--- config.mk ---
export PLATFORM = sky130hd
export DESIGN_NAME = multdiv_ctrl
export DESIGN_NICKNAME = d
export VERILOG_FILES = /design/src/rtl/multdiv_ctrl.sv
export SDC_FILE = /design/constraint.sdc
export NUM_CORES = 1
export LEC_CHECK = 0
export CORE_MARGIN = 2
export CORE_UTILIZATION = 41
export CTS_CLUSTER_DIAMETER = 50
export DETAILED_ROUTE_END_ITERATION = 10
export HOLD_SLACK_MARGIN = 0.05
export PLACE_DENSITY = 0.95
export SLEW_MARGIN = 15
export SYNTH_ARGS = -nofsm -noshare
export SYNTH_HDL_FRONTEND = slang
export SYNTH_SLANG_ARGS = --single-unit
--- constraint.sdc ---
create_clock -name clk -period 3.7 [get_ports clk]
set_input_delay 0.555 -clock clk [delete_from_list [all_inputs] [get_ports clk]]
set_output_delay 0.555 -clock clk [all_outputs]
set_load 0.01 [all_outputs]
--- src/rtl/multdiv_ctrl.sv ---
// multdiv_ctrl: sequencing controller for the iterative multiplier and divider.
// Accepts a one-cycle MULT/DIV command and latches the operands. It then releases
// the selected unit from reset and waits for that unit's ready flag, or for a
// timeout. It captures the result and exception, then signals completion with a
// one-cycle pulse.
//
// Ports:
//   clk, rst                      clock, synchronous active-high reset
//   ctrl_MULT, ctrl_DIV           one-cycle command pulses (MULT wins if both high)
//   data_operandA/B               operands, sampled on a command pulse
//   data_result, data_exception   held result/exception of the last completed op
//   data_resultRDY                one-cycle completion pulse
//   busy                          high while an op is running or completing
//   unit_A, unit_B                latched operands to both units
//   mult_rst, div_rst             active-high unit resets
//   mult_ans/ovf/rdy              multiplier result, overflow, ready
//   div_ans/err/rdy               divider quotient, divide-by-zero error, ready
module multdiv_ctrl #(
  parameter int unsigned WIDTH   = 32,
  parameter int unsigned TIMEOUT = 40,
  parameter int unsigned CNT_W   = 6
) (
  input  logic             clk,
  input  logic             rst,
  input  logic             ctrl_MULT,
  input  logic             ctrl_DIV,
  input  logic [WIDTH-1:0] data_operandA,
  input  logic [WIDTH-1:0] data_operandB,
  output logic [WIDTH-1:0] data_result,
  output logic             data_exception,
  output logic             data_resultRDY,
  output logic             busy,
  output logic [WIDTH-1:0] unit_A,
  output logic [WIDTH-1:0] unit_B,
  output logic             mult_rst,
  output logic             div_rst,
  input  logic [WIDTH-1:0] mult_ans,
  input  logic             mult_ovf,
  input  logic             mult_rdy,
  input  logic [WIDTH-1:0] div_ans,
  input  logic             div_err,
  input  logic             div_rdy
);

  typedef enum logic [1:0] {StIdle, StRun, StDone} state_e;
  typedef enum logic {OpMult, OpDiv} op_e;

  localparam logic [CNT_W-1:0] CntLast = CNT_W'(TIMEOUT - 1);

  state_e           state_q, state_d;
  op_e              op_q, op_d;
  logic [WIDTH-1:0] opa_q, opa_d;
  logic [WIDTH-1:0] opb_q, opb_d;
  logic [CNT_W-1:0] cnt_q, cnt_d;
  logic [WIDTH-1:0] result_q, result_d;
  logic             exc_q, exc_d;

  logic             cmd;
  logic             sel_rdy;
  logic             sel_exc;
  logic [WIDTH-1:0] sel_ans;

  assign cmd = ctrl_MULT | ctrl_DIV;

  // Only the selected unit's handshake matters; the other unit is held in reset.
  always_comb begin
    sel_rdy = mult_rdy;
    sel_exc = mult_ovf;
    sel_ans = mult_ans;
    if (op_q == OpDiv) begin
      sel_rdy = div_rdy;
      sel_exc = div_err;
      sel_ans = div_ans;
    end
  end

  always_comb begin
    state_d  = state_q;
    op_d     = op_q;
    opa_d    = opa_q;
    opb_d    = opb_q;
    cnt_d    = cnt_q;
    result_d = result_q;
    exc_d    = exc_q;

    case (state_q)
      StIdle: ;
      StRun: begin
        if (sel_rdy) begin
          result_d = sel_exc ? '0 : sel_ans;
          exc_d    = sel_exc;
          state_d  = StDone;
        end else if (cnt_q == CntLast) begin
          result_d = '0;
          exc_d    = 1'b1;
          state_d  = StDone;
        end else begin
          cnt_d = cnt_q + CNT_W'(1);
        end
      end
      StDone:  state_d = StIdle;
      default: state_d = StIdle;
    endcase

    // A new command overrides everything: an in-flight op is abandoned without
    // touching the held result.
    if (cmd) begin
      opa_d    = data_operandA;
      opb_d    = data_operandB;
      op_d     = (ctrl_DIV && !ctrl_MULT) ? OpDiv : OpMult;
      cnt_d    = '0;
      state_d  = StRun;
      result_d = result_q;
      exc_d    = exc_q;
    end
  end

  always_ff @(posedge clk) begin
    if (rst) begin
      state_q  <= StIdle;
      op_q     <= OpMult;
      opa_q    <= '0;
      opb_q    <= '0;
      cnt_q    <= '0;
      result_q <= '0;
      exc_q    <= 1'b0;
    end else begin
      state_q  <= state_d;
      op_q     <= op_d;
      opa_q    <= opa_d;
      opb_q    <= opb_d;
      cnt_q    <= cnt_d;
      result_q <= result_d;
      exc_q    <= exc_d;
    end
  end

  assign data_result    = result_q;
  assign data_exception = exc_q;
  assign data_resultRDY = (state_q == StDone);
  assign busy           = (state_q == StRun) || (state_q == StDone);
  assign unit_A         = opa_q;
  assign unit_B         = opb_q;
  // Derived from registered state, so a unit comes out of reset on the first RUN cycle.
  assign mult_rst       = rst | ~((state_q == StRun) && (op_q == OpMult));
  assign div_rst        = rst | ~((state_q == StRun) && (op_q == OpDiv));

endmodule

==> results.py <==
metrics = {
    "drt": {
        "vias_per_cell": 5.01,
        "route.detailed.drc": 0,
        "final_antenna_net_count": 0,
        "finalWirelength_um": 12300,
        "firstDrtPassIters": 6,
        "vias": 4051,
        "wl_per_cell_um": 15.2,
        "drt_iter0_markers": 139,
    },
    "critical_path": {
        "crit_top_cell": "inv_1",
        "crit_type": "flop to primary output",
        "crit_chain": "inv_1, ha_1, inv_1, or3_1, clkdlybuf4s50_1",
        "cpPeakStageDelay_ns": 0.50,
        "slowest_stage": "clkdlybuf4s50_1",
        "start_kind": "flop",
        "r2r_start": "state_q[1]",
        "startpoint": "state_q[1]",
        "cp.required_ns": 3.14,
        "crit_cells": 5,
        "crit_buf_inv": 3,
        "reg2reg_depth": 6,
        "worstPathMaxFanout": 8,
        "critPathArrivalTime_ns": 2.11,
        "cp-end-kind": "primary output",
        "crit_family": "buffers and inverters",
    },
    "sta": {
        "period_minus_slack_ns": 2.67,
        "worst_slew_pin_slew_ns": 0.828,
        "setup-violations-final": 0,
        "finClkSkew_ns": 0.00993,
        "setup_tns_ns": 0,
        "period_share": 0.721,
        "finalHoldViolations": 0,
        "rsz0062_at_grt": "no",
        "fmax_ghz": 0.375,
        "slew_headroom": 0.440,
        "drv_slew": 0,
    },
    "cells_and_area": {
        "syn_to_final_growth_pct": 62.6,
        "fin_nets": 813,
        "drive_above_1_share": 0.0385,
        "final_util": 0.686,
        "antennaDiodeCount": 0,
    },
    "logic_synthesis": {
        "synth_top_flop_cell": "dfxtp_1",
        "mappedNetlistArea_um2": 4130,
        "synthesis.nets": 594,
        "postSynthAreaPerCell_um2": 9.09,
        "synth_top_cell_by_area": "dfxtp_1",
        "synth_enable_flop_cells": 0,
        "ys_types": 41,
        "syn_inst": 454,
        "synth_seq_cells": 106,
        "synthArstFlopShare": 0,
        "yosysTopAreaCellShare": 0.514,
        "synth.most_common_cell": "nand2_1",
        "ys_seq_area_frac": 0.514,
        "ys_top_cells_by_count": "nand2_1 (133), dfxtp_1 (106), a21oi_1 (64)",
        "synth.area.top_cells": "dfxtp_1 (51%), nand2_1 (12%), mux2i_1 (8.5%)",
        "yosysWarnings": 0,
    },
    "die": {
        "ioPinCount": 237,
        "die_x_um": 104,
        "start_util": 0.422,
        "core.rowCount": 36,
        "design.die.area_um2": 10900,
        "die_h_um": 104,
        "core_area_um2": 9770,
    },
    "clock_tree": {
        "clock_path_buffers": 2,
        "numCtsBuffers": 9,
        "clkSinkCount": 106,
        "cts_resized": 0,
        "clk-insertion-delay-late_ns": 0.34,
        "cts-hold-fix-buffers": 0,
        "cts_tree": "done",
        "cts-root-buf": "clkbuf_8",
        "clk_pin_slew_ns": 0.10,
        "post-cts-setup-buffers": 0,
        "cts_max_level": 3,
    },
    "pwr": {
        "cellLeakagePower_nw": 2.46,
        "powerDensity_nw_per_um2": 336,
        "ir_drop_v": 0.000258,
        "total_power_mw": 2.26,
    },
    "global_routing": {
        "top_usage_layer": "met2",
        "grt_overflow": 0,
        "grtUsageMet3": 0.0645,
        "use_met1": 0.248,
        "track_usage": 0.225,
        "antenna_found_initial": 0,
        "grt_pass1_wl_um": 20300,
        "grt_pass1_vias": 4185,
        "grt.met2_usage": 0.412,
        "grt_max_degree": 68,
    },
    "placement": {
        "post-dp-hpwl_um": 9340,
        "gp_congestion": 0.795,
        "portBuffers": 236,
    },
    "run_status": {
        "outcome": "complete, no violations",
    },
    "job": {
        "cap_violations": 0,
    },
    "hold_path": {
        "min-delay-start": "unit_A[1]",
        "min_path_cells": 2,
        "hold_path_class": "flop to flop",
    },
}
[stage by stage]
step	setup slack (ns)	cells	hold slack, ns	instance area, µm²
after global routing	0.912	809	0.476	6710
after CTS	1.02	808	0.455	6690
after detailed placement	0.985	794	0.444	6530
after global placement	1.09	794	0.437	6530
final	1.03	809	0.454	6710
after floorplan	2.02	454	0.455	4130
[layer usage]
layer | share of wire | wire, µm
met5 | 0 | 0
met4 | 0.022 | 275
met3 | 0.061 | 756
met2 | 0.53 | 6520
met1 | 0.39 | 4750
[placed cells by master (no fill, tap or decap), types with 4 or more instances in the layout]
master | netlist | layout
a21oi_1 | 64 | 64
nor3b_1 | 4 | 4
ha_1 | 4 | 4
nand2b_1 | 4 | 4
clkdlybuf4s50_1 | 0 | 235
o2bb2ai_1 | 32 | 32
clkbuf_8 | 0 | 9
mux2i_1 | 35 | 35
dfxtp_1 | 106 | 105
nand2_1 | 133 | 133
inv_1 | 6 | 6
buf_4 | 1 | 4
[sequential cells by signal, summed over array words and instances, names as in the netlist]
| register | cells |
|---|---|
| cnt_q | 6 |
| data_exception | 1 |
| data_result | 32 |
| op_q | 1 |
| state_q | 2 |
| unit_A | 32 |
| unit_B | 32 |
[worst register-to-register path, delay by kind of cell (launching register included)]
family                     cells  cell delay [ns]
and+or+nand+nor                1             0.72
buffers and inverters          2             0.33
adders and majority gates      1             0.32
AOI/OAI and AO/OA              2             0.41
DFF                            1             0.35
[power by group]
group | internal [mW] | leakage (nW) | switching, mW | total, mW
logic | 0.260 | 1.52 | 0.171 | 0.431
clock network | 0.239 | 0.0704 | 0.370 | 0.609
registers | 1.19 | 0.871 | 0.0258 | 1.22
total | 1.69 | 2.46 | 0.567 | 2.26
[area by class of cell]
| type | count | area [µm²] |
|---|---|---|
| fill | 748 | 3070 |
| timing repair buffer | 241 | 2400 |
| sequential | 106 | 2120 |
| multi-input combinational | 309 | 1830 |
| tap | 133 | 166 |
| clock buffer | 10 | 128 |
| clock inverter | 4 | 31.3 |
| inverter | 6 | 22.5 |
[worst paths after layout]
path	endpoint	slack, ns
max	mult_rst	1.03
min	unit_A[1]	0.45
max reg2reg	data_result[10]	1.45
min reg2reg	unit_A[1]	0.45
[cell families (layout without fill, tap and decap cells)]
family,count (synthesis),in the layout,share of synthesized area
DFF,106,106,0.514
and+or+nand+nor,158,158,0.160
buffers and inverters,39,261,0.0452
AOI/OAI and AO/OA,111,111,0.180
muxes,36,36,0.0885
adders and majority gates,4,4,0.0121
Power figures use the tool's default switching activity.
